### src/rtl/rtc_port_pkg.sv
// Shared definitions for the RTC port responder: default port map, phase timing
// and the bus sequencer state encoding.
package rtc_port_pkg;

    localparam logic [7:0] P_ADDR_DEF  = 8'h01;
    localparam logic [7:0] P_DATA_DEF  = 8'h02;
    localparam logic [7:0] P_CMD_DEF   = 8'h03;
    localparam logic [7:0] P_STAT_DEF  = 8'h04;
    localparam int         T_PHASE_DEF = 4;

    typedef enum logic [2:0] {
        ST_IDLE  = 3'd0,
        ST_A_STB = 3'd1,
        ST_A_REC = 3'd2,
        ST_D_STB = 3'd3,
        ST_D_REC = 3'd4,
        ST_TURN  = 3'd5
    } seq_state_e;

    // Fixed phase order of one bus cycle; TURN hands back to IDLE.
    function automatic seq_state_e next_phase(input seq_state_e s);
        case (s)
            ST_A_STB: next_phase = ST_A_REC;
            ST_A_REC: next_phase = ST_D_STB;
            ST_D_STB: next_phase = ST_D_REC;
            ST_D_REC: next_phase = ST_TURN;
            default:  next_phase = ST_IDLE;
        endcase
    endfunction

endpackage

### src/rtl/rtc_port_responder_seq.sv
// Multiplexed-bus sequencer for the RTC: FSM, phase counter and strobe generation.
// Optional RTC_IRQ_EN adds a cycle-complete pulse for the interrupt flag.
module rtc_bus_seq
    import rtc_port_pkg::*;
#(
    parameter int T_PHASE = T_PHASE_DEF
) (
    input  logic       clk,
    input  logic       rst_n,
    input  logic       start,
    input  logic       start_rd,
    input  logic [7:0] addr,
    input  logic [7:0] wdata,
    output logic       busy,
    output logic       cap_rdata,
`ifdef RTC_IRQ_EN
    output logic       done,
`endif
    output logic [7:0] ad_out,
    output logic       ad_oe,
    output logic       cs_n,
    output logic       rd_n,
    output logic       wr_n,
    output logic       a_d
);

    localparam int CW = $clog2(T_PHASE + 1);

    seq_state_e    state_q, state_d;
    logic [CW-1:0] cnt_q, cnt_d;
    logic          rd_q, rd_d;
    logic          last;

    assign last = (cnt_q == CW'(1));
    assign busy = (state_q != ST_IDLE);
`ifdef RTC_IRQ_EN
    assign done = (state_q == ST_TURN) && last;
`endif

    always_ff @(posedge clk or negedge rst_n) begin
        if (!rst_n) begin
            state_q <= ST_IDLE;
            cnt_q   <= '0;
            rd_q    <= 1'b0;
        end else begin
            state_q <= state_d;
            cnt_q   <= cnt_d;
            rd_q    <= rd_d;
        end
    end

    // The counter is reloaded on every state entry and counts down to 1.
    always_comb begin
        state_d = state_q;
        cnt_d   = cnt_q;
        rd_d    = rd_q;
        if (state_q == ST_IDLE) begin
            if (start) begin
                state_d = ST_A_STB;
                cnt_d   = CW'(T_PHASE);
                rd_d    = start_rd;
            end
        end else if (last) begin
            state_d = next_phase(state_q);
            cnt_d   = (state_q == ST_TURN) ? '0 : CW'(T_PHASE);
        end else begin
            cnt_d = cnt_q - 1'b1;
        end
    end

    always_comb begin
        cs_n      = 1'b1;
        rd_n      = 1'b1;
        wr_n      = 1'b1;
        a_d       = 1'b1;
        ad_oe     = 1'b0;
        ad_out    = 8'h00;
        cap_rdata = 1'b0;
        case (state_q)
            ST_A_STB: begin
                cs_n   = 1'b0;
                wr_n   = 1'b0;
                ad_oe  = 1'b1;
                ad_out = addr;
            end
            ST_A_REC: begin
                cs_n   = 1'b0;
                ad_oe  = 1'b1;
                ad_out = addr;
            end
            ST_D_STB: begin
                cs_n = 1'b0;
                a_d  = 1'b0;
                if (rd_q) begin
                    rd_n      = 1'b0;
                    cap_rdata = last;
                end else begin
                    wr_n   = 1'b0;
                    ad_oe  = 1'b1;
                    ad_out = wdata;
                end
            end
            ST_D_REC: begin
                cs_n = 1'b0;
                a_d  = 1'b0;
                if (!rd_q) begin
                    ad_oe  = 1'b1;
                    ad_out = wdata;
                end
            end
            default: ;
        endcase
    end

endmodule

### src/rtl/rtc_port_responder.sv
// Processor port responder for a multiplexed-bus RTC: port decode, registers,
// in_port mux and overrun flag. Optional macro RTC_IRQ_EN adds interrupt/interrupt_ack.
module rtc_port_responder
    import rtc_port_pkg::*;
#(
    parameter logic [7:0] P_ADDR  = P_ADDR_DEF,
    parameter logic [7:0] P_DATA  = P_DATA_DEF,
    parameter logic [7:0] P_CMD   = P_CMD_DEF,
    parameter logic [7:0] P_STAT  = P_STAT_DEF,
    parameter int         T_PHASE = T_PHASE_DEF
) (
    input  logic       clk,
    input  logic       rst_n,
    input  logic [7:0] port_id,
    input  logic [7:0] out_port,
    input  logic       write_strobe,
    input  logic       read_strobe,
    output logic [7:0] in_port,
`ifdef RTC_IRQ_EN
    output logic       interrupt,
    input  logic       interrupt_ack,
`endif
    output logic [7:0] rtc_ad_out,
    output logic       rtc_ad_oe,
    input  logic [7:0] rtc_ad_in,
    output logic       rtc_cs_n,
    output logic       rtc_rd_n,
    output logic       rtc_wr_n,
    output logic       rtc_a_d
);

    logic [7:0] addr_q, addr_d;
    logic [7:0] wdata_q, wdata_d;
    logic [7:0] rdata_q, rdata_d;
    logic [7:0] in_port_q, in_port_d;
    logic       ovr_q, ovr_d;
    logic       busy, cap_rdata;
    logic       wr_addr, wr_data, wr_cmd, wr_any, accept;

    assign wr_addr = write_strobe && (port_id == P_ADDR);
    assign wr_data = write_strobe && (port_id == P_DATA);
    assign wr_cmd  = write_strobe && (port_id == P_CMD);
    assign wr_any  = wr_addr || wr_data || wr_cmd;
    assign accept  = wr_any && !busy;
    assign in_port = in_port_q;

`ifdef RTC_IRQ_EN
    logic done, irq_q, irq_d;
    assign interrupt = irq_q;
`endif

    rtc_bus_seq #(.T_PHASE(T_PHASE)) u_seq (
        .clk       (clk),
        .rst_n     (rst_n),
        .start     (accept && (wr_data || wr_cmd)),
        .start_rd  (wr_cmd),
        .addr      (addr_q),
        .wdata     (wdata_q),
        .busy      (busy),
        .cap_rdata (cap_rdata),
`ifdef RTC_IRQ_EN
        .done      (done),
`endif
        .ad_out    (rtc_ad_out),
        .ad_oe     (rtc_ad_oe),
        .cs_n      (rtc_cs_n),
        .rd_n      (rtc_rd_n),
        .wr_n      (rtc_wr_n),
        .a_d       (rtc_a_d)
    );

    always_comb begin
        addr_d  = (accept && wr_addr) ? out_port : addr_q;
        wdata_d = (accept && wr_data) ? out_port : wdata_q;
        rdata_d = cap_rdata ? rtc_ad_in : rdata_q;
        // An ignored write sets the flag even when a status read clears it.
        if (wr_any && busy) begin
            ovr_d = 1'b1;
        end else if (read_strobe && (port_id == P_STAT)) begin
            ovr_d = 1'b0;
        end else begin
            ovr_d = ovr_q;
        end
        if (port_id == P_DATA) begin
            in_port_d = rdata_q;
        end else if (port_id == P_STAT) begin
            in_port_d = {6'b0, ovr_q, busy};
        end else if (port_id == P_ADDR) begin
            in_port_d = addr_q;
        end else begin
            in_port_d = 8'h00;
        end
`ifdef RTC_IRQ_EN
        irq_d = done ? 1'b1 : (interrupt_ack ? 1'b0 : irq_q);
`endif
    end

    always_ff @(posedge clk or negedge rst_n) begin
        if (!rst_n) begin
            addr_q    <= 8'h00;
            wdata_q   <= 8'h00;
            rdata_q   <= 8'h00;
            in_port_q <= 8'h00;
            ovr_q     <= 1'b0;
        end else begin
            addr_q    <= addr_d;
            wdata_q   <= wdata_d;
            rdata_q   <= rdata_d;
            in_port_q <= in_port_d;
            ovr_q     <= ovr_d;
        end
    end

`ifdef RTC_IRQ_EN
    always_ff @(posedge clk or negedge rst_n) begin
        if (!rst_n) begin
            irq_q <= 1'b0;
        end else begin
            irq_q <= irq_d;
        end
    end
`endif

endmodule

### config.mk
export PLATFORM = sky130hd
export DESIGN_NAME = rtc_port_responder
export DESIGN_NICKNAME = d
export VERILOG_FILES = /design/src/rtl/rtc_port_pkg.sv /design/src/rtl/rtc_port_responder_seq.sv /design/src/rtl/rtc_port_responder.sv
export SDC_FILE = /design/constraint.sdc
export NUM_CORES = 1
export LEC_CHECK = 0
export ABC_AREA = 1
export BUFFER_PORTS_ARGS = -buffer_cell sky130_fd_sc_hd__clkbuf_2
export CAP_MARGIN = 10
export CORE_AREA = 2 2 74 76
export CTS_CLUSTER_DIAMETER = 150
export DETAILED_ROUTE_END_ITERATION = 10
export DIE_AREA = 0 0 76 78
export PLACE_DENSITY_LB_ADDON = 0.25
export SYNTH_ARGS = -nofsm -noshare
export SYNTH_HDL_FRONTEND = slang
export SYNTH_HIERARCHICAL = 1
export SYNTH_SLANG_ARGS = --single-unit
### constraint.sdc
create_clock -name clk -period 4.4 [get_ports clk]
set_input_delay 0.66 -clock clk [delete_from_list [all_inputs] [get_ports clk]]
set_output_delay 0.66 -clock clk [all_outputs]
set_load 0.01 [all_outputs]
# After elaboration in Yosys (flattened, before gate mapping)
# Cells that the tools add are included.
totals:
  reg_bits: 40
  elab_cells: 66
op_classes:
  add_sub_neg: 1
  eq_ne: 11
  mux: 24
  reduce_logical: 22
op_table:
  columns: ["op", "count"]
  rows:
  - ["$mux 8", 4]
  - ["$mux 3", 7]
  - ["$eq 8x2->1 const B", 2]
  - ["$pmux 8 s2", 1]
  - ["$pmux 3 s4", 1]
  - ["$logic_and 1x1->1", 9]
  - ["$mux 1", 9]
  - ["$eq 8x1->1 const B", 1]
  - ["$eq 8x3->1 const B", 1]
  - ["$eq 3x1->1 const B", 2]
  - ["$eq 3x2->1 const B", 2]
  - ["$eq 3x3->1 const B", 2]
  - ["$pmux 1 s2", 2]
  - ["$reduce_and 2->1", 2]
  - ["$reduce_bool 2->1", 2]
  - ["$reduce_or 2->1", 2]
  - ["$reduce_or 4->1", 1]
  - ["$logic_not 3->1", 1]
  - ["$logic_or 1x1->1", 3]
  - ["$reduce_bool 3->1", 1]
  - ["$sub 3x1->3 const B", 1]
  - ["$ne 2x1->1 const B", 1]
  - ["$logic_not 1->1", 1]

# Depth between registers and ports, before layout
logic_depth:
  depth_word: 8
  depth_mapped: 12
  mapped_depth_nobuf: 11

# By module
# Netlist, hierarchy kept.
modules_own_cells:
  columns: ["module", "instances", "cells_per_inst", "area_each_um2"]
  rows:
  - ["rtc_port_responder", 1, 161, 1466.4]
  - ["rtc_bus_seq", 1, 89, 596.8]

# Worst setup path after synthesis
# Ideal clock, no wire load.
synth_path:
  path_kind: "input-to-reg"
  start: "in port_id[6]"
  end: "reg u_seq.cnt_q[0]"
  t_arrival_ns: 1.644
  required_time_ns: 4.273
  path_slack_ns: 2.628
  path_stages: 11
  path_buffers: 1
  cell_sequence: "inv_1 -> nand2_2 -> nor2_8 -> nand3_4 -> buf_6 -> a21oi_1 -> inv_1 -> nand3_1 -> inv_1 -> nand2_1 -> o21ai_0"
synth_via:
  elab_chain_cells: 7
synth_rtl:
  columns: ["element", "line", "source"]
  rows:
  - ["start, declared", "rtc_port_responder.sv:14", "input logic [7:0] port_id,"]
  - ["$eq 8x1->1 or $eq 8x2->1 (tied branches)", "rtc_port_responder.sv:40, rtc_port_responder.sv:41", null]
  - ["$logic_and 1x1->1, on equally long branches", "rtc_port_responder.sv:40, rtc_port_responder.sv:41", null]
  - ["$logic_or 1x1->1 (2 in series)", "rtc_port_responder.sv:43", "assign wr_any = wr_addr || wr_data || wr_cmd;"]
  - ["$logic_and 1x1->1", "rtc_port_responder.sv:44", "assign accept = wr_any && !busy;"]
  - ["$logic_and 1x1->1 (*)", "rtc_port_responder.sv:55", ".start (accept && (wr_data || wr_cmd)),"]
  - ["$ne 2x1->1 (no line) (*)", null, null]
  - ["end signal, assigned", "rtc_port_responder_seq.sv:47", "cnt_q <= cnt_d;"]
  - ["end, declared", "rtc_port_responder_seq.sv:30", "logic [CW-1:0] cnt_q, cnt_d;"]
# Every way passes the cells marked *; elsewhere a longest branch is shown, timed or not.
# A chain may end at the register's enable or synchronous reset.

# Worst setup path after layout
layout_path:
  start: "reg u_seq.state_q[1]"
  end: "out rtc_ad_out[3]"
layout_via:
  elab_chain_cells: 3
layout_rtl:
  columns: ["element", "line", "source"]
  rows:
  - ["start, declared", "rtc_port_responder_seq.sv:29", "seq_state_e state_q, state_d;"]
  - ["start signal, assigned", "rtc_port_responder_seq.sv:46", "state_q <= state_d;"]
  - ["$eq 3x2->1, or another cell as far along", "rtc_port_responder_seq.sv:79", "case (state_q)"]
  - ["$reduce_or 2->1 (no line)", null, null]
  - ["$pmux 8 s2 (*)", "rtc_port_responder_seq.sv:79", null]
  - ["end, declared", "rtc_port_responder.sv:23", "output logic [7:0] rtc_ad_out,"]
# Marked as above.

==> out/summary.txt <==
Filler cells: 524
NumNets Final: 330
Slowest library cell on the worst path: o21ai_2
Status: finished clean
FF-to-FF path depth: 8
Critical path type: flip-flop to output port
Placer Congestion: 0.857
CTS root buf: clkbuf_8
Vias post-DR: 1,730
Die Span X: 76 µm
Tot GR Track Use: 16.3%
Syn_nets: 280
Layout area overhead: 18.2%
Hold Path Stages: 2
Die Height: 78 µm
Syn Std Cell Area: 0.00206 mm²
Initial antenna violation count: 0
Final ANT Viol Nets: 0
Total Die Area: 0.00593 mm²
I/O pin cnt: 49
Setup TNS: 0 ps
Maximum clock insertion buffer count: 2
CTS Hold Bufs: 0
Top cell type's share of synthesized area: 48.5%
Maximum Capacitance Violations: 0
Cell Rows: 26
RSZ-0062 raised after global routing: false
Total global routing overflow: 0
Synth Area per Inst: 8.25 µm²
Fin crit share: 55.9%
Area leader, netlist: dfrtp_1
Ant. Diodes: 0
Post-Place Setup Slack: 2270 ps
Cell chain of the critical path: nor2_4, o21ai_2, o21ai_0, clkbuf_2
PwrDens: 493 mW/mm²
Final setup fails: 0
Share of layout cells above drive strength 1: 28.2%
Worst clock skew: 5.14 ps
VDD IR-drop max: 0.000248 V
Startpoint types: flip-flop
CTS resizes: 0
Pins over their slew limit: 0
CTS tree: built
Crit Path Max Fanout: 11
Worst path arrival time: 1800 ps
Starting DRC count in detailed routing: 108
Stages on the worst setup path: 4
Wire length per cell: 12.1 µm
Final setup margin: 1940 ps
Slowest stage delay, CP: 550 ps
Vias in the first global route: 1,645
Via-per-instance ratio: 4.66
Post-synth EDFFs: 0
WP buf/inv: 1
Floorplan Core Area: 0.00504 mm²
Transition time at the pin with the least slew margin: 979 ps
Hold/Removal Path Class: flip-flop to flip-flop
Synth unique cells: 26
CP endpoint kind: output port
Routed WL: 4.47 mm
Final HPWL DP: 3.34 mm
Worst path required time: 3740 ps
Final Hold Viols: 0
Fmax: 0.406 GHz
Top cells by area, synth: dfrtp_1 (49%), nand2_1 (17%), inv_1 (4.2%)
Leakage power: 0.00133 µW
Synthesized instance count: 250
Clock period minus worst slack: 2460 ps
Slew HR: 34.7%
Primary FF master, synth: dfrtp_1
Ys async rst share: 100%
Fin util: 48.4%
Yosys reg bits: 40
Clk pin slew, worst setup/hold paths: 80 ps
Htree depth: 2
Port buffer count: 48
Clock Sinks: 40
Pin count of the biggest net entering global routing: 41
CTS buffer count: 5
DRT Pass-1 Iters: 4
Post-synthesis sequential area ratio: 48.5%
Initial core utilization: 40.9%
Setup Fix Bufs, Post-CTS: 0
Yosys warns: 6
First-pass GRT wire length: 7.62 mm
CP delay by family, top: compound AO/OA/AOI/OAI gates
Insertion delay to the later sink of the worst-skew pair: 290 ps
DR DRC count: 0
-- synthesized netlist by cell type, types with 3 or more instances --
cell      n
nor2_1    6
inv_2     5
nand3_1  15
nor2_4    4
dfrtp_1  40
buf_6     3
o21ai_1  14
o21ai_0  10
nand2_1  96
nand2_2   5
o21ai_2   8
inv_1    23
-- area by class of cell --
type                       instances  area (µm²)  area share [%]
timing repair buffer              48         240            9.85
tap                               70        87.6            3.59
sequential                        40        1000            41.0
inverter                          30         115            4.72
multi-input combinational        175         905            37.1
clock buffer                       8        90.1            3.69
-- report_power, final --
group          leakage (µW)  switching (µW)  internal, µW
Clock             0.0000455             121           128
Sequential         0.000520            54.8           441
Combinational      0.000760             312           144
Total               0.00133             487           714
-- through the flow --
stage               hold WS (ps)  instance area (µm²)  power, µW  std cells
global route                 517                 2440       1300        371
CTS                          487                 2440       1210        371
floorplan                    364                 2060        847        250
global placement             465                 2350        954        363
finish                       489                 2440       1200        371
detailed placement           470                 2350        960        363
-- state kept, by name, indices dropped and copies added, names as in the netlist, named ones only --
register       flops
in_port            8
u_seq/state_q      2
addr_q             8
rdata_q            8
u_seq/rd_q         1
wdata_q            8
u_seq/cnt_q        3
ovr_q              1
-- worst paths after layout --
path,slack (ps),end,start
setup / recovery,1940,rtc_ad_out[3],u_seq/state_q[1]
hold / removal,490,wdata_q[1],wdata_q[1]
setup reg to reg,2330,u_seq/cnt_q[0],u_seq/state_q[1]
hold reg to reg,490,wdata_q[1],wdata_q[1]
max in group asynchronous,3280,u_seq/state_q[0],rst_n
min in group asynchronous,520,in_port[3],rst_n
-- worst register-to-register path, delay by kind of cell, from the launching register on --
kind	cells	cell delay, ps
simple gates	4	950
flops	1	480
compound gates	2	350
buf+inv	2	180
-- cell usage in the layout (no fill, tap or decap), types with 4 or more instances in the layout --
| cell | netlist | layout |
|---|---|---|
| o21ai_1 | 14 | 14 |
| nor2_4 | 4 | 4 |
| inv_2 | 5 | 5 |
| clkbuf_2 | 0 | 48 |
| nand2_2 | 5 | 5 |
| o21ai_2 | 8 | 8 |
| dfrtp_1 | 40 | 40 |
| nand3_1 | 15 | 15 |
| nor2_1 | 6 | 6 |
| nand2_1 | 96 | 96 |
| inv_1 | 23 | 23 |
| clkbuf_8 | 0 | 6 |
| o21ai_0 | 10 | 10 |
-- kinds of logic after synthesis --
| kind of cell | Yosys count | share of synthesized area, % |
|---|---|---|
| compound gates | 37 | 10.7 |
| simple gates | 134 | 30.9 |
| buf+inv | 35 | 7.64 |
| flops | 40 | 48.5 |
| mux | 2 | 1.09 |
| fa+ha+maj | 2 | 1.21 |
-- metal layers --
metal,track usage (%),routed length (µm),up-vias
met5,0,0,-
met4,5.09,44,0
met3,5.12,232,5
met2,25.4,2140,46
met1,21.7,2050,793
li1,-,-,886
Power figures use the tool's default switching activity.
